### config.mk
export PLATFORM = sky130hd
export DESIGN_NAME = eth_tx_ring_station
export DESIGN_NICKNAME = d
export VERILOG_FILES = /design/src/rtl/eth_tx_ring_station.sv
export SDC_FILE = /design/constraint.sdc
export NUM_CORES = 1
export LEC_CHECK = 0
export CAP_MARGIN = 10
export CORE_ASPECT_RATIO = 1.25
export CORE_UTILIZATION = 50
export CTS_BUF_LIST = sky130_fd_sc_hd__clkbuf_2 sky130_fd_sc_hd__clkbuf_4 sky130_fd_sc_hd__clkbuf_8
export DETAILED_ROUTE_END_ITERATION = 12
export PLACE_DENSITY_LB_ADDON = 0.25
export SKIP_LAST_GASP = 1
export SYNTH_ARGS = -nofsm -noshare
export SYNTH_HDL_FRONTEND = slang
export SYNTH_SLANG_ARGS = --single-unit
export TNS_END_PERCENT = 20
### constraint.sdc
create_clock -name clk -period 4.77 [get_ports clk]
set_input_delay 0.954 -clock clk [delete_from_list [all_inputs] [get_ports clk]]
set_output_delay 0.954 -clock clk [all_outputs]
set_load 0.1 [all_outputs]
### src/rtl/eth_tx_ring_station.sv
// eth_tx_ring_station: store-and-forward TX ring client that sends one buffered frame per captured token
package eth_tx_ring_pkg;
    localparam int RING_DW = 32;
    localparam logic [3:0] MACPID = 4'hF;
    typedef enum logic [2:0] {
        tx_none        = 3'd0,
        tx_start_empty = 3'd1,
        tx_start       = 3'd2,
        slot_start     = 3'd3,
        tx_data        = 3'd4
    } eth_tx_stype_e;
    typedef struct packed {
        logic [3:0] pid;
    } eth_tx_header_t;
    typedef struct packed {
        eth_tx_header_t       header;
        logic [RING_DW-1:0]   data;
    } eth_tx_msg_t;
    typedef struct packed {
        eth_tx_stype_e stype;
        eth_tx_msg_t   msg;
    } eth_tx_ring_data_type;
endpackage

module eth_tx_ring_station
    import eth_tx_ring_pkg::*;
#(
    parameter logic [3:0] PID   = 4'd1,
    parameter int         DEPTH = 32,
    parameter int         DW    = RING_DW
) (
    input  logic                 clk,
    input  logic                 reset,
    input  eth_tx_ring_data_type ring_in,
    output eth_tx_ring_data_type ring_out,
    input  logic                 wr_valid,
    input  logic [DW-1:0]        wr_data,
    input  logic                 wr_last,
    output logic                 wr_ready,
    output logic                 frame_pending,
    output logic                 tx_done,
    output logic                 err
);
    localparam int AW = $clog2(DEPTH);
    localparam int PW = AW + 1;

    typedef enum logic [1:0] {FWD, SEND, TAIL} state_e;

    state_e               state_q, state_d;
    logic [PW-1:0]        wr_ptr_q, wr_ptr_d, rd_ptr_q, rd_ptr_d;
    logic [PW-1:0]        commit_cnt_q, commit_cnt_d;
    logic [DEPTH-1:0]     last_q, last_d;
    logic [DW-1:0]        mem_q [DEPTH];
    eth_tx_ring_data_type ring_out_q, ring_out_d;
    logic                 tx_done_q, tx_done_d, err_q, err_d;
    logic [AW-1:0]        wr_addr, rd_addr;
    logic                 full, wr_en, rd_en, rd_last, overflow, capture;

    assign wr_addr       = wr_ptr_q[AW-1:0];
    assign rd_addr       = rd_ptr_q[AW-1:0];
    assign full          = (wr_ptr_q[AW] != rd_ptr_q[AW]) && (wr_addr == rd_addr);
    assign wr_ready      = !full;
    assign wr_en         = wr_valid && !full;
    // When full nothing is accepted, so any wr_valid here lacks an accepted wr_last.
    assign overflow      = full && (commit_cnt_q == '0) && wr_valid;
    assign rd_en         = state_q == SEND;
    assign rd_last       = rd_en && last_q[rd_addr];
    // Eligibility uses the registered count, so a frame committed this very cycle waits.
    assign capture       = (ring_in.stype == tx_start_empty) && (commit_cnt_q != '0);
    assign frame_pending = commit_cnt_q != '0;
    assign ring_out      = ring_out_q;
    assign tx_done       = tx_done_q;
    assign err           = err_q;

    // Buffer pointers, committed-frame count and last-beat markers.
    always_comb begin
        wr_ptr_d     = overflow ? rd_ptr_q : wr_ptr_q + PW'(wr_en);
        rd_ptr_d     = rd_ptr_q + PW'(rd_en);
        commit_cnt_d = commit_cnt_q + PW'(wr_en && wr_last) - PW'(rd_last);
        last_d       = last_q;
        if (wr_en) last_d[wr_addr] = wr_last;
    end

    // Ring FSM: forward, or capture the token and stream header, payload and a closing tx_none.
    always_comb begin
        state_d    = state_q;
        ring_out_d = ring_in;
        tx_done_d  = 1'b0;
        err_d      = overflow;
        case (state_q)
            FWD: if (capture) begin
                state_d                   = SEND;
                ring_out_d                = '0;
                ring_out_d.stype          = tx_start;
                ring_out_d.msg.header.pid = PID;
            end
            SEND: begin
                ring_out_d          = '0;
                ring_out_d.stype    = tx_data;
                ring_out_d.msg.data = RING_DW'(mem_q[rd_addr]);
                err_d               = overflow || (ring_in.stype != tx_none);
                tx_done_d           = rd_last;
                state_d             = rd_last ? TAIL : SEND;
            end
            default: begin
                ring_out_d = '0;
                err_d      = overflow || (ring_in.stype != tx_none);
                state_d    = FWD;
            end
        endcase
    end

    // State registers with synchronous reset.
    always_ff @(posedge clk) begin
        if (reset) begin
            state_q      <= FWD;
            wr_ptr_q     <= '0;
            rd_ptr_q     <= '0;
            commit_cnt_q <= '0;
            last_q       <= '0;
            ring_out_q   <= '0;
            tx_done_q    <= 1'b0;
            err_q        <= 1'b0;
        end else begin
            state_q      <= state_d;
            wr_ptr_q     <= wr_ptr_d;
            rd_ptr_q     <= rd_ptr_d;
            commit_cnt_q <= commit_cnt_d;
            last_q       <= last_d;
            ring_out_q   <= ring_out_d;
            tx_done_q    <= tx_done_d;
            err_q        <= err_d;
        end
    end

    // Payload storage; contents need no reset since the pointers define validity.
    always_ff @(posedge clk) begin
        if (wr_en) mem_q[wr_addr] <= wr_data;
    end
endmodule

# Yosys cells after proc, flatten, opt, wreduce, memory -nomap -nowiden
# Memories as Yosys holds them, arrays and structs flattened. A register that Yosys moved wholly into a read port is not among the register bits.
# Index checks and enable logic that the tools add are counted.
[op_classes]
n_bitwise = 1
add_sub_neg = 4
order_cmp = 3
eq_ne = 5
mux = 15
reduce_logical = 15
[ops]
columns = ["op", "count"]
rows = [
  ["$pmux 39 s2", 1],
  ["$mux 39", 1],
  ["$bwmux 32", 1],
  ["$add 6x1->6", 3],
  ["$lt 5x6->1 const B", 2],
  ["$logic_and 1x1->1", 8],
  ["$logic_not 6->1", 1],
  ["$mux 6", 1],
  ["$reduce_bool 6->1", 1],
  ["$sub 6x1->6", 1],
  ["$bmux 1 s5", 1],
  ["$demux 1 s5", 1],
  ["$eq 5x5->1", 1],
  ["$ge 5x1->1 const B", 1],
  ["$mux 1", 5],
  ["$mux 5", 1],
  ["$mux 2", 2],
  ["$pmux 2 s2", 1],
  ["$eq 3x1->1 const B", 1],
  ["$reduce_bool 3->1", 1],
  ["$eq 2x1->1 const B", 1],
  ["$logic_not 2->1", 1],
  ["$ne 2x2->1 const B", 1],
  ["$reduce_or 2->1", 1],
  ["4 further kinds", 4],
]
[word_totals]
mem_bits_rw = 1024
memories = 1
output_inout_bits = 43
word_cells = 54
reg_bits = 93
[mem_list]
columns = ["memory", "depth", "word_bits", "read_ports", "rd_ports_with_merged_regs", "write_ports", "line", "source"]
rows = [
  ["mem_q", 32, 32, 1, 1, 1, "53", "logic [DW-1:0] mem_q [DEPTH];"],
]

# Longest topological paths before layout
[logic_depth]
word_depth = 7
ltp_mapped = 17
ltp_nobuf = 14

# Least setup slack after synthesis
# Ideal clock, no wire load.
[synth_path]
path_type = "input port to flip-flop"
from = "input wr_valid"
to = "memory mem_q[0][0] (netlist bit), enable pin"
cell_stages = 4
setup_time_ps = 461
required_time_ps = 4309
path_buffers = 2
setup_slack_ps = 662
arrival_time_ps = 3647
cell_sequence = "o21ai_1 -> buf_2 -> buf_1 -> nor3_1"
[synth_between]
elab_chain_cells = 3
[synth_rtl]
columns = ["element", "line", "source"]
rows = [
  ["start, declared", "36", "input logic wr_valid,"],
  ["$logic_and 1x1->1", "63", "assign wr_en = wr_valid && !full;"],
  ["$mux 1", "138", "if (wr_en) mem_q[wr_addr] <= wr_data;"],
  ["$mux 1 (not written as such)", "138", ""],
  ["end, declared", "53", ""],
]
# No other way between the ends.

# Worst setup path in the final report
[layout_path]
from = "register rd_ptr_q[3]"
to = "output wr_ready"
[layout_between]
elab_chain_cells = 3
[layout_rtl]
columns = ["element", "line", "source"]
rows = [
  ["start, declared", "50", "logic [PW-1:0] wr_ptr_q, wr_ptr_d, rd_ptr_q, rd_ptr_d;"],
  ["start signal, assigned", "127", "rd_ptr_q <= rd_ptr_d;"],
  ["$eq 5x5->1", "61", "assign full = (wr_ptr_q[AW] != rd_ptr_q[AW]) && (wr_addr == rd_addr);"],
  ["$logic_and 1x1->1", "61", ""],
  ["$logic_not 1->1", "62", "assign wr_ready = !full;"],
  ["end, declared", "39", "output logic wr_ready,"],
]
# No other way between the ends.

==> metrics.json <==
{
  "status": {
    "run_status": "complete, no violations"
  },
  "placement": {
    "dp_slack_ns": 1.10,
    "dp.final_hpwl_mm": 55.1,
    "numPortBuffers": 117,
    "placer_s_final_routability_congestion_estimate": 0.802,
    "place_area_um2": 45700
  },
  "timing": {
    "tns_ns": 0,
    "finalHoldViolCount": 0,
    "finalMaxSlewViolations": 0,
    "final.min_clock_period_ns": 4.39,
    "worst_slack_ns": 0.380,
    "worst_clock_skew_ns": 0.0382,
    "max_clock_freq_ghz": 0.228,
    "setup-violations-final": 0,
    "min_period_over_period": 0.920,
    "setup_repair_after_global_routing_missed_its_margin": "no",
    "slew_headroom": 0.184,
    "worst_margin_pin_slew_ns": 1.22
  },
  "finish": {
    "layout-drive-gt1-share": 0.227,
    "area.growth.synth_to_final_pct": 13.5,
    "fin_nets": 2547,
    "fillers": 6352,
    "seqCellArea_um2": 32600,
    "multi_input_area_um2": 9940,
    "top_library_cells_by_usage_in_the_layout_fill_and_taps_aside": "1024 x edfxtp_1, 174 x clkbuf_8, 165 x mux4_2",
    "layout.cell_area.non_filler_um2": 49000,
    "layout_commonest_cell": "edfxtp_1"
  },
  "global_routing": {
    "antenna_found_initial": 3,
    "first_pass_grt_wire_length_mm": 154,
    "first_global_vias": 23300,
    "global_route.usage.total": 0.246,
    "global_route.overflow_total": 0,
    "grt_max_degree": 111
  },
  "drt": {
    "num_vias": 22800,
    "totalWireLength_mm": 107,
    "drt_first_iter_violations": 2194,
    "post_drt_via_cell_ratio": 6.20,
    "wl_cell_um": 29.0,
    "drt_drc_violations_left": 0,
    "drt.antenna.violating_nets": 0,
    "drtPass1Iterations": 5
  },
  "logic_synthesis": {
    "syn_area_um2": 43200,
    "synthesis.instances": 2266,
    "async_flop_share": 0,
    "synthesis.area_per_instance_um2": 19.1,
    "synth_ff_type": "edfxtp_1",
    "ys_seq_area_frac": 0.755,
    "syn-num-nets": 2354,
    "number_of_enable_flip_flop_cells_after_synthesis": 1024,
    "yosysWarningCount": 0,
    "synth.distinct_cells": 50,
    "synth.ff_latch_count": 1117
  },
  "clock_network": {
    "total_number_of_h_tree_levels": 4,
    "hold_buffers": 0,
    "cts_inserted_buffers": 162,
    "cts_root_buffer": "clkbuf_8",
    "cts-resized-gates": 0,
    "max-clock-path-buffers": 3,
    "postCtsSetupRepairBufs": 0,
    "worst_setup_hold_path_clk_slew_ns": 0.07,
    "cts_num_sinks": 1117,
    "clock_tree_from_tritoncts": "done",
    "clkLatencyLatePin_ns": 0.83
  },
  "power": {
    "ir_drop_mv": 0.232,
    "leakagePower_nw": 15.1,
    "power.density_cell_area_nw_per_um2": 412,
    "post-layout-total-power_w": 0.0202
  },
  "flow_run": {
    "maxCapViolations": 0
  },
  "die": {
    "core_um2": 85600,
    "die_w_um": 265,
    "dieArea_um2": 87600,
    "die_height_um": 331,
    "floorplan.io_pins": 118,
    "num_rows": 120,
    "floorplan.initialDensity": 0.505
  },
  "critical_path": {
    "worstPathRequired_ns": 3.82,
    "worstSetupPathType": "flip-flop to output port",
    "critical_path_arrival_ns": 3.44,
    "cp_max_fo": 45,
    "worstSetupEndpointType": "output port",
    "critPathLaunchType": "flip-flop"
  },
  "hold_path": {
    "worst_hold_path_type": "primary input to flip-flop"
  }
}
==> registers in the layout, summed over array words and instances, names as in the netlist, 2 cells and up <==
name	flops
commit_cnt_q	6
last_q	32
mem_q	1024
rd_ptr_q	6
ring_out	39
state_q	2
wr_ptr_q	6
==> critical path, stage by stage, from the launching register on <==
cell and delay (ns):
dfxtp_4 0.84, xnor2_1 0.19, nand4_1 0.23, or2_2 0.36
clkdlybuf4s50_1 0.97
==> Yosys cell counts (19+ instances only) <==
library cell	n	area (um2)
edfxtp_1	1024	30700
mux4_2	165	3720
mux2i_1	159	1590
dfxtp_1	93	1860
clkbuf_1	75	282
a21oi_1	67	335
o22ai_1	67	419
a211oi_1	66	495
o31ai_1	64	480
nor3_1	46	230
nor2b_1	41	257
mux2_2	35	394
nand2_1	35	131
buf_2	34	170
nand4_1	33	206
o221ai_1	33	289
nor2_1	29	109
a32o_1	23	230
o21ai_0	23	115
buf_4	21	158
buf_1	19	71.3
==> path summary, 6_finish.rpt <==
path,end,start,cells after the start,slack [ns]
setup / recovery,wr_ready,rd_ptr_q[3],4,0.38
hold / removal,ring_out[32],reset,3,0.44
setup reg to reg,commit_cnt_q[5],rd_ptr_q[1],12,1.13
hold reg to reg,last_q[31],last_q[31],2,0.48
==> through the flow <==
| stage | std cells | utilization | hold WS (ns) |
|---|---|---|---|
| after CTS | 3686 | 0.573 | 0.356 |
| after global routing | 3687 | 0.573 | 0.404 |
| after detailed placement | 3393 | 0.535 | 0.465 |
| after floorplan | 2266 | - | 0.443 |
| after global placement | 3393 | 0.535 | 0.453 |
| final | 3687 | 0.573 | 0.435 |
==> area by class of cell <==
type                    instances  share of cell area
multi-input cells             972               0.203
flip-flops and latches       1117               0.665
clock inverters                64              0.0100
well taps                    1098              0.0280
clock buffers                 229              0.0572
diodes                          1           0.0000510
repair buffers                192              0.0358
inverters                      14             0.00110
==> layer usage <==
layer  vias up  wire length [um]  global-route usage
li1       9761                 -                   -
met1     11900             41300               0.310
met2       955             54900               0.427
met3       217              7210              0.0418
met4         0              3500              0.0955
met5         -                 0                   0
==> kinds of logic (layout without fill, tap and decap cells) <==
kind of cell,count (synthesis),count (layout),share of synthesized area
other,0,1,0
buffers and inverters,177,499,0.0203
DFF,1117,1117,0.755
AOI/OAI and AO/OA,362,362,0.0582
muxes,360,360,0.132
xor gates and xnor gates,17,17,0.00344
adders and majority gates,13,13,0.00394
and+or+nand+nor,220,220,0.0274
==> report_power, final <==
group	leakage (nW)	switching, W	total [W]	internal [W]
registers	9.99	0.0000627	0.0109	0.0108
clock network	1.74	0.00353	0.00771	0.00418
logic	3.37	0.00103	0.00162	0.000588
(Power assumes the default switching activity.)
